### src/rtl/uart_imem_loader.sv
// uart_imem_loader
// Receives 8N1 bytes on rx, packs them little-endian into 32-bit words and
// writes each word to the instruction memory write port at successive word
// addresses. The core is held via busy while a load is running; a load ends
// after TIMEOUT_BITS idle bit periods, flushing any partial word zero-padded.
//
// Ports:
//   clk        system clock
//   rst        asynchronous active-low reset
//   rx         serial input, idle high, asynchronous to clk
//   wr_en      one-cycle instruction memory write strobe
//   wr_addr    word address for the write
//   wr_data    assembled 32-bit word
//   busy       load in progress (core holds PC in reset)
//   done       load complete, sticky until the next load starts
//   frame_err  sticky: a stop bit was sampled low
//   overflow   sticky: write address wrapped past 2^ADDR_W-1
//   word_count words written in the current load
//   tx         echo output
//
// Optional feature: define LOADER_ECHO_EN to retransmit every valid received
// byte on tx. Without it tx is constant 1 and no transmitter exists.
module uart_imem_loader #(
  parameter int CLK_HZ       = 50000000,
  parameter int BAUD         = 115200,
  parameter int ADDR_W       = 8,
  parameter int TIMEOUT_BITS = 20
) (
  input  logic              clk,
  input  logic              rst,
  input  logic              rx,
  output logic              wr_en,
  output logic [ADDR_W-1:0] wr_addr,
  output logic [31:0]       wr_data,
  output logic              busy,
  output logic              done,
  output logic              frame_err,
  output logic              overflow,
  output logic [ADDR_W:0]   word_count,
  output logic              tx
);

  localparam int DIV         = (CLK_HZ + BAUD / 2) / BAUD;
  localparam int CNT_W       = $clog2(DIV + 1);
  localparam int TIMEOUT_CYC = TIMEOUT_BITS * DIV;
  localparam int IDLE_W      = $clog2(TIMEOUT_CYC + 1);

  localparam logic [CNT_W-1:0]  CNT_FULL = CNT_W'(DIV);
  localparam logic [CNT_W-1:0]  CNT_HALF = CNT_W'(DIV / 2);
  localparam logic [CNT_W-1:0]  CNT_ONE  = CNT_W'(1);
  localparam logic [IDLE_W-1:0] IDLE_END = IDLE_W'(TIMEOUT_CYC - 1);

  typedef enum logic [2:0] {S_IDLE, S_START, S_DATA, S_STOP, S_WAIT_HIGH} rxState_e;

  rxState_e          rxState_q;
  logic              rxMeta_q, rxSync_q, rxPrev_q;
  logic [CNT_W-1:0]  cnt_q;
  logic [2:0]        bitIdx_q;
  logic [7:0]        shift_q;
  logic [1:0]        byteIdx_q;
  logic [31:0]       word_q;
  logic [IDLE_W-1:0] idleCnt_q;
  logic              flushPend_q;
  logic              wrEn_q, busy_q, done_q, frameErr_q, overflow_q;
  logic [ADDR_W-1:0] wrAddr_q;
  logic [31:0]       wrData_q;
  logic [ADDR_W:0]   wordCount_q;

  // Two-flop synchroniser on rx, plus a delayed copy for falling-edge detection.
  // Everything resets high so no false start edge appears after reset.
  always_ff @(posedge clk or negedge rst) begin
    if (!rst) begin
      rxMeta_q <= 1'b1;
      rxSync_q <= 1'b1;
      rxPrev_q <= 1'b1;
    end else begin
      rxMeta_q <= rx;
      rxSync_q <= rxMeta_q;
      rxPrev_q <= rxSync_q;
    end
  end

  // Receive FSM, word packing, write port and session control. A write is
  // presented for one cycle; the address/count advance on the following edge.
  // A timeout with a partial word issues one flush write and ends the load one
  // cycle later via flushPend_q.
  always_ff @(posedge clk or negedge rst) begin
    if (!rst) begin
      rxState_q   <= S_IDLE;
      cnt_q       <= '0;
      bitIdx_q    <= '0;
      shift_q     <= '0;
      byteIdx_q   <= '0;
      word_q      <= '0;
      idleCnt_q   <= '0;
      flushPend_q <= 1'b0;
      wrEn_q      <= 1'b0;
      wrAddr_q    <= '0;
      wrData_q    <= '0;
      busy_q      <= 1'b0;
      done_q      <= 1'b0;
      frameErr_q  <= 1'b0;
      overflow_q  <= 1'b0;
      wordCount_q <= '0;
    end else begin
      wrEn_q <= 1'b0;

      if (wrEn_q) begin
        wrAddr_q    <= wrAddr_q + ADDR_W'(1);
        wordCount_q <= wordCount_q + (ADDR_W + 1)'(1);
        if (&wrAddr_q) overflow_q <= 1'b1;
      end

      if (flushPend_q) begin
        flushPend_q <= 1'b0;
        busy_q      <= 1'b0;
        done_q      <= 1'b1;
      end

      if (rxState_q == S_IDLE && busy_q && !flushPend_q) begin
        if (idleCnt_q == IDLE_END) begin
          idleCnt_q <= '0;
          if (byteIdx_q != 2'd0) begin
            wrEn_q      <= 1'b1;
            wrData_q    <= word_q;
            word_q      <= '0;
            byteIdx_q   <= '0;
            flushPend_q <= 1'b1;
          end else begin
            busy_q <= 1'b0;
            done_q <= 1'b1;
          end
        end else begin
          idleCnt_q <= idleCnt_q + IDLE_W'(1);
        end
      end

      case (rxState_q)
        S_IDLE: begin
          if (rxPrev_q && !rxSync_q) begin
            cnt_q     <= CNT_HALF;
            rxState_q <= S_START;
          end
        end
        S_START: begin
          if (cnt_q == CNT_ONE) begin
            if (!rxSync_q) begin
              rxState_q <= S_DATA;
              cnt_q     <= CNT_FULL;
              bitIdx_q  <= '0;
              idleCnt_q <= '0;
              // First confirmed start bit outside a load opens a new one.
              if (!busy_q) begin
                busy_q      <= 1'b1;
                done_q      <= 1'b0;
                wrAddr_q    <= '0;
                wordCount_q <= '0;
                byteIdx_q   <= '0;
                word_q      <= '0;
              end
            end else begin
              rxState_q <= S_IDLE;
            end
          end else begin
            cnt_q <= cnt_q - CNT_ONE;
          end
        end
        S_DATA: begin
          if (cnt_q == CNT_ONE) begin
            shift_q <= {rxSync_q, shift_q[7:1]};
            cnt_q   <= CNT_FULL;
            if (bitIdx_q == 3'd7) rxState_q <= S_STOP;
            else bitIdx_q <= bitIdx_q + 3'd1;
          end else begin
            cnt_q <= cnt_q - CNT_ONE;
          end
        end
        S_STOP: begin
          if (cnt_q == CNT_ONE) begin
            if (rxSync_q) begin
              rxState_q <= S_IDLE;
              byteIdx_q <= byteIdx_q + 2'd1;
              if (byteIdx_q == 2'd3) begin
                wrEn_q   <= 1'b1;
                wrData_q <= {shift_q, word_q[23:0]};
                word_q   <= '0;
              end else begin
                word_q[{byteIdx_q, 3'b000} +: 8] <= shift_q;
              end
            end else begin
              frameErr_q <= 1'b1;
              rxState_q  <= S_WAIT_HIGH;
            end
          end else begin
            cnt_q <= cnt_q - CNT_ONE;
          end
        end
        S_WAIT_HIGH: begin
          if (rxSync_q) rxState_q <= S_IDLE;
        end
        default: rxState_q <= S_IDLE;
      endcase
    end
  end

  assign wr_en      = wrEn_q;
  assign wr_addr    = wrAddr_q;
  assign wr_data    = wrData_q;
  assign busy       = busy_q;
  assign done       = done_q;
  assign frame_err  = frameErr_q;
  assign overflow   = overflow_q;
  assign word_count = wordCount_q;

`ifdef LOADER_ECHO_EN
  typedef enum logic [1:0] {T_IDLE, T_START, T_DATA, T_STOP} txState_e;

  txState_e         txState_q;
  logic [CNT_W-1:0] txCnt_q;
  logic [2:0]       txBit_q;
  logic [7:0]       txShift_q, hold_q;
  logic             holdValid_q, tx_q;
  logic             rxByteDone, txFree;

  // A valid byte is complete on the edge where its stop bit samples high, so
  // the transmitter can drive its start bit in the very next cycle.
  assign rxByteDone = (rxState_q == S_STOP) && (cnt_q == CNT_ONE) && rxSync_q;
  assign txFree     = (txState_q == T_IDLE) || (txState_q == T_STOP && txCnt_q == CNT_ONE);

  // Echo transmitter with a one-byte holding register; a newer byte replaces
  // a held one that has not started yet.
  always_ff @(posedge clk or negedge rst) begin
    if (!rst) begin
      txState_q   <= T_IDLE;
      txCnt_q     <= '0;
      txBit_q     <= '0;
      txShift_q   <= '0;
      hold_q      <= '0;
      holdValid_q <= 1'b0;
      tx_q        <= 1'b1;
    end else if (txFree && (holdValid_q || rxByteDone)) begin
      tx_q      <= 1'b0;
      txState_q <= T_START;
      txCnt_q   <= CNT_FULL;
      txShift_q <= holdValid_q ? hold_q : shift_q;
      if (holdValid_q) begin
        holdValid_q <= rxByteDone;
        if (rxByteDone) hold_q <= shift_q;
      end
    end else begin
      if (rxByteDone) begin
        hold_q      <= shift_q;
        holdValid_q <= 1'b1;
      end
      if (txState_q != T_IDLE) begin
        if (txCnt_q == CNT_ONE) begin
          txCnt_q <= CNT_FULL;
          case (txState_q)
            T_START: begin
              tx_q      <= txShift_q[0];
              txShift_q <= {1'b0, txShift_q[7:1]};
              txBit_q   <= '0;
              txState_q <= T_DATA;
            end
            T_DATA: begin
              if (txBit_q == 3'd7) begin
                tx_q      <= 1'b1;
                txState_q <= T_STOP;
              end else begin
                tx_q      <= txShift_q[0];
                txShift_q <= {1'b0, txShift_q[7:1]};
                txBit_q   <= txBit_q + 3'd1;
              end
            end
            default: txState_q <= T_IDLE;
          endcase
        end else begin
          txCnt_q <= txCnt_q - CNT_ONE;
        end
      end
    end
  end

  assign tx = tx_q;
`else
  assign tx = 1'b1;
`endif

endmodule

### config.mk
export PLATFORM = sky130hd
export DESIGN_NAME = uart_imem_loader
export DESIGN_NICKNAME = d
export VERILOG_FILES = /design/src/rtl/uart_imem_loader.sv
export SDC_FILE = /design/constraint.sdc
export NUM_CORES = 1
export LEC_CHECK = 0
export ABC_AREA = 1
export CORE_MARGIN = 2
export CORE_UTILIZATION = 49
export DETAILED_ROUTE_END_ITERATION = 10
export PLACE_DENSITY = 0.81
export SLEW_MARGIN = 20
export SYNTH_ARGS = -nofsm -noshare
export SYNTH_HDL_FRONTEND = slang
export SYNTH_SLANG_ARGS = --single-unit
### constraint.sdc
create_clock -name clk -period 1.9 [get_ports clk]
set_input_delay 0.475 -clock clk [delete_from_list [all_inputs] [get_ports clk]]
set_output_delay 0.475 -clock clk [all_outputs]
set_load 0.02 [all_outputs]
==> impl_metrics.tcl, run 1 <==
set metrics [dict create \
    dp_hpwl_um 11300 \
    skew_ps 10.5 \
    route.detailed.drc 0 \
    yosys_warnings 0 \
    cp.required_ps 1420 \
    netlist_instances 932 \
    synthToLayoutAreaGrowth_pct 25.8 \
    post-route-period-util_pct 98.9 \
    drt_iter0_markers 742 \
    crit_slowest_cell "clkdlybuf4s50_1" \
    rsz0062_at_grt "yes" \
    slew_viol_final 0 \
    setup.worst_path.class "register to output pin" \
    min_path_type "register to register" \
    drt_first_pass_iters 5 \
    dp_slack_ps 63.0 \
    wl_um 17000 \
    cts_made_buffers 17 \
    clk_pin_slew_ps 60 \
    setup_viol 0 \
    ys_types 37 \
    post-synth-top-area-cell "dfrtp_1" \
    place_inst 1174 \
    vias 6364 \
    cellLeakagePower_uw 0.00487 \
    startpoint_type "register" \
    cts_max_level 4 \
    p_int_uw 5270 \
    postRouteAntennaNets 0 \
    core_area_sq_um 13800 \
    peakVddDrop_mv 0.710 \
    layout.cells.non_filler 1213 \
    whs_ps 355 \
    arrival_ps 1400 \
    rows 43 \
    finalCriticalPeriod_ps 1880 \
    yosys-top-cells-area "dfrtp_1 46%, nand2_1 17%, nand3_1 7.7%" \
    die_width_um 123 \
    regArea_sq_um 3230 \
    p_per_area_nw_per_um2 853 \
    final_net_count 1039 \
    p_seq_share_pct 40.2 \
    port_buffers 56 \
    max_freq_ghz 0.532 \
    die-area_sq_um 15000 \
    crit_path_max_incr_delay_ps 630 \
    synth_edf_count 0 \
    cp_top_family "buffers and inverters" \
    synth_common_cells "313 x nand2_1, 126 x dfrtp_1, 106 x nand3_1, 103 x inv_1, 103 x nor2_1" \
    drive_above_1_share_pct 12.6 \
    avgViaCountPerCell 5.25 \
    cts_root_buffer "clkbuf_16" \
    cp_max_fo 2 \
    end_kind "output pin" \
    clock_power_share_pct 41.8 \
    hold_viol 0 \
    initial_core_util_pct 49.8 \
    yosysSeqAreaShare_pct 46.9 \
    clk_latency_ps 430 \
    ys_seq_elements 129 \
    drv_cap 0 \
    grt_max_degree 52 \
    cts_buffer_depth 2 \
    share_comb_of_total_power_pct 18.0 \
    synth_most_common_cell "nand2_1" \
    clock_sinks 129 \
    synthFlopType "dfrtp_1" \
    nFillCells 1121 \
    grt_pass1_vias 6015 \
    yosysTopAreaCellShare_pct 45.8 \
    antenna_found_initial 0 \
    syn_area_sq_um 6880 \
    wl_per_cell_um 14.0 \
    grt_pass1_wl_um 28400 \
    p_sw_share_pct 28.7 \
    synthArstFlopShare_pct 100 \
    grt.total_usage_pct 24.1 \
    gp_congestion 0.901 \
    tritoncts "yes" \
    switching_power_uw 2120 \
    multiInputGateArea_sq_um 3210 \
    syn_avg_cell_area_sq_um 7.39 \
    outcome "finished clean" \
    grt_overflow 0 \
    synth_nets 949 \
    die_y_um 123 \
    n_antenna_cell 0 \
    crit_chain "clkdlybuf4s50_1" \
    pin_count 58 \
    layout_setup_ws_ps 21.4 \
    crit_buf_inv 1 \
]
==> per-layer routing <==
metal | part of all wire (%) | vias up | wire (um) | GRT usage [%]
li1 | - | 3110 | - | -
met1 | 44 | 2973 | 7510 | 32.8
met2 | 47 | 231 | 7940 | 37.0
met3 | 6.4 | 50 | 1100 | 6.04
met4 | 2.6 | 0 | 449 | 9.77
met5 | 0 | - | 0 | 0
==> worst paths after layout <==
check,from,end,slack [ps],cells after the start
worst max-delay path,done,done,20,1
worst min-delay path,rxMeta_q,rxSync_q,350,0
worst max register to register,byteIdx_q[1],word_q[31],90,7
worst min register to register,rxMeta_q,rxSync_q,350,0
max in group asynchronous,rst,rxPrev_q,790,3
min in group asynchronous,rst,cnt_q[4],530,2
==> sequential cells by signal, indices dropped and copies added (netlist names) <==
register,count
bitIdx_q,3
busy,1
byteIdx_q,2
cnt_q,9
done,1
flushPend_q,1
frame_err,1
idleCnt_q,14
overflow,1
rxMeta_q,1
rxPrev_q,1
rxState_q,3
rxSync_q,1
shift_q,8
word_count,9
word_q,32
wr_addr,8
wr_data,32
wr_en,1
==> timing repair <==
action / CTS / global route
hold buffers: 1 / 0
pin swaps: 0 / 12
setup buffers: 0 / 5
hold endpoints to repair: 19 / 0
endpoints found under the setup margin: 19 / 97
gates cloned: 0 / 3
gates resized for setup: 19 / 46
==> power groups by stage <==
| stage | clock [uW] | sequential [uW] | combinational [uW] |
|---|---|---|---|
| floorplan | 0 | 3000 | 835 |
| global placement | 0 | 3010 | 1190 |
| detailed placement | 0 | 3020 | 1220 |
| CTS | 3100 | 2970 | 1230 |
| global route | 3240 | 2980 | 1500 |
| finish | 3090 | 2970 | 1330 |
==> cells in the final DEF (no fill, tap or decap), types with 18 or more instances in the layout <==
cell	Yosys	final
clkdlybuf4s50_1	0	30
inv_1	103	100
nand2_1	313	300
clkbuf_16	0	19
buf_4	3	32
nor2_1	103	99
nand3_1	106	99
dfrtp_1	126	126
o21ai_0	35	34
dlygate4sd2_1	0	18
==> final cells by class <==
type	count	area share (%)
multi-input combinational	663	37.1
clock buffer	24	5.80
timing repair inverter	1	0.0867
clock inverter	6	0.636
sequential	129	37.3
inverter	112	4.97
tap	180	2.60
timing repair buffer	98	11.5
==> metrics by stage <==
step	total power (uW)	area [sq um]	utilization (%)	setup TNS, ps
final	7390	8660	62.6	0
after global routing	7720	8660	62.6	-261
after CTS	7310	8400	60.7	0
after detailed placement	4230	7850	56.8	0
after global placement	4210	7850	56.8	0
after floorplan	3830	6890	-	0
==> logic make-up (layout without fill, tap and decap cells) <==
group,after synthesis,in the layout,synth area share [%]
AO/OA/AOI/OAI,58,58,4.62
XOR/XNOR,13,13,1.65
adder cells (fa/ha/maj),14,14,2.54
buffers and inverters,140,241,8.14
flip-flops,129,129,46.9
multiplexers,1,1,0.164
other,1,1,0.0545
AND/OR/NAND/NOR,576,576,35.9
Power figures use the tool's default switching activity.
==> run 2, diff against run 1 <==
--- a/config.mk
+++ b/config.mk
@@ -7,9 +7,9 @@
 export LEC_CHECK = 0
 export ABC_AREA = 1
 export CORE_MARGIN = 2
-export CORE_UTILIZATION = 49
+export CORE_UTILIZATION = 48
 export DETAILED_ROUTE_END_ITERATION = 10
-export PLACE_DENSITY = 0.81
+export PLACE_DENSITY = 0.8
 export SLEW_MARGIN = 20
 export SYNTH_ARGS = -nofsm -noshare
 export SYNTH_HDL_FRONTEND = slang
==> impl_metrics.tcl, run 2 (synthesis gave the netlist of run 1 again) <==
set metrics [dict create \
    final_net_count 1042 \
    outcome "finished clean" \
    route.detailed.drc 0 \
    antenna_found_initial 0 \
    drt_first_pass_iters 6 \
    worst_pin_slew_ps 516 \
    share_comb_of_total_power_pct 16.2 \
    crit_buf_inv 1 \
    max_freq_ghz 0.540 \
    setup.worst_path.class "register to output pin" \
    postRouteAntennaNets 0 \
    p_int_uw 5820 \
    switching_power_uw 2220 \
    clk_latency_ps 430 \
    p_sw_share_pct 27.6 \
    crit_path_max_incr_delay_ps 610 \
    crit_chain "clkdlybuf4s50_1" \
    whs_ps 26.1 \
    skew_ps 6.76 \
    avgViaCountPerCell 5.35 \
    clock_sinks 129 \
    cellLeakagePower_uw 0.00503 \
    cts_max_level 4 \
    grt.busiest_layer "met2" \
    startpoint "wr_data[29]" \
    post-route-period-util_pct 97.5 \
    synthToLayoutAreaGrowth_pct 27.0 \
    finalCriticalPeriod_ps 1850 \
    slew-limit-headroom_pct 65.6 \
    startpoint_type "register" \
    end_kind "output pin" \
    grtUsageMet1_pct 33.7 \
    p_per_area_nw_per_um2 919 \
    tritoncts "yes" \
    grt_max_degree 35 \
    cp.required_ps 1420 \
    min_path_type "primary input to asynchronous set/reset pin" \
    grt_overflow 0 \
    pin_count 58 \
    grt_pass1_wl_um 29000 \
    drive_above_1_share_pct 13.0 \
    grt_util_met3_pct 5.49 \
    cts_root_buffer "clkbuf_16" \
    setup_viol 0 \
    place_inst 1176 \
    wl_um 17300 \
    rows 43 \
    dp_hpwl_um 11700 \
    cp_max_fo 2 \
    core_area_sq_um 13900 \
    cp_top_family "buffers and inverters" \
    regArea_sq_um 3230 \
    vias 6517 \
    clk_pin_slew_ps 60 \
    nFillCells 1131 \
    utilization_pct 62.7 \
    r2r-start "cnt_q[4]" \
    p_seq_share_pct 37.1 \
    mostFrequentLayoutCells "305 x nand2_1, 126 x dfrtp_1, 99 x nor2_1, 99 x inv_1, 99 x nand3_1" \
    hold_viol 0 \
    n_antenna_cell 0 \
    arrival_ps 1380 \
    die_y_um 124 \
    clock_power_share_pct 46.8 \
    cts_buffer_depth 2 \
    slew_viol_final 0 \
    wl_per_cell_um 14.2 \
    grt.total_usage_pct 24.2 \
    grt_use_met2_pct 35.7 \
    drt_iter0_markers 680 \
    cts_made_buffers 17 \
    gp_congestion 0.921 \
    die_width_um 124 \
    drv_cap 0 \
    crit_slowest_cell "clkdlybuf4s50_1" \
    final_common_cell "nand2_1" \
    grt_pass1_vias 6042 \
    layout.cells.non_filler 1218 \
    port_buffers 56 \
    peakVddDrop_mv 0.612 \
    multiInputGateArea_sq_um 3190 \
    initial_core_util_pct 49.4 \
    die-area_sq_um 15300 \
]
run 2: cell count changes in the layout (fill, tap and decap cells not counted), sizes merged, moves of 5 or more:
| cell | previous run | this run |
|---|---|---|
| buf | 40 | 46 |
| bufinv | 1 | 6 |
| dlymetal6s2s | 7 | 14 |
| clkbuf | 26 | 19 |
| clkdlybuf4s50 | 30 | 21 |
run 2: timing repair:
item / 4_1_cts / 5_1_grt
pin swaps: 0 / 9
setup buffers: 0 / 9
setup endpoints to repair: 23 / 86
hold buffers: 0 / 0
gates resized for setup: 21 / 42
cloned: 0 / 1
run 2: per-stage QoR:
step           total power [uW]  setup slack, ps  area (sq um)  TNS, ps
2_1_floorplan              3830             61.2          6890        0
3_3_place_gp               4190             76.5          7880        0
3_5_place_dp               4200             23.5          7880        0
4_1_cts                    7970            -18.5          8540    -76.9
5_1_grt                    8410            -10.8          8740    -38.5
6_report                   8040             46.6          8740        0
run 2: per-layer routing:
| layer | up-vias | wire (um) |
|---|---|---|
| met2 | 278 | 7950 |
| met1 | 3072 | 7650 |
| met5 | - | 0 |
| met4 | 0 | 406 |
| met3 | 39 | 1260 |
| li1 | 3128 | - |
run 2: worst paths after layout:
path / end / slack [ps] / cells past startpoint
max: wr_data[29] / 50 / 1
min: cnt_q[4] / 30 / 1
max reg2reg: word_q[24] / 80 / 10
min reg2reg: rxSync_q / 360 / 0
max in group asynchronous: wr_data[21] / 1280 / 2
min in group clk: rxSync_q / 360 / 0
run 2: layout make-up:
type                            instances  area share [%]
Clock buffer                           19            5.18
Clock inverter                         13            2.65
Inverter                              112            4.85
Multi-Input combinational cell        663            36.5
Sequential cell                       129            37.0
Tap cell                              180            2.58
Timing Repair Buffer                  101            11.2
Timing Repair inverter                  1          0.0859
run 2: power by group through the flow:
stage	Combinational [uW]	Clock, uW	Sequential, uW
2_1_floorplan	835	0	3000
3_3_place_gp	1170	0	3010
3_5_place_dp	1180	0	3020
4_1_cts	1200	3800	2970
5_1_grt	1460	3960	2990
6_report	1300	3760	2980
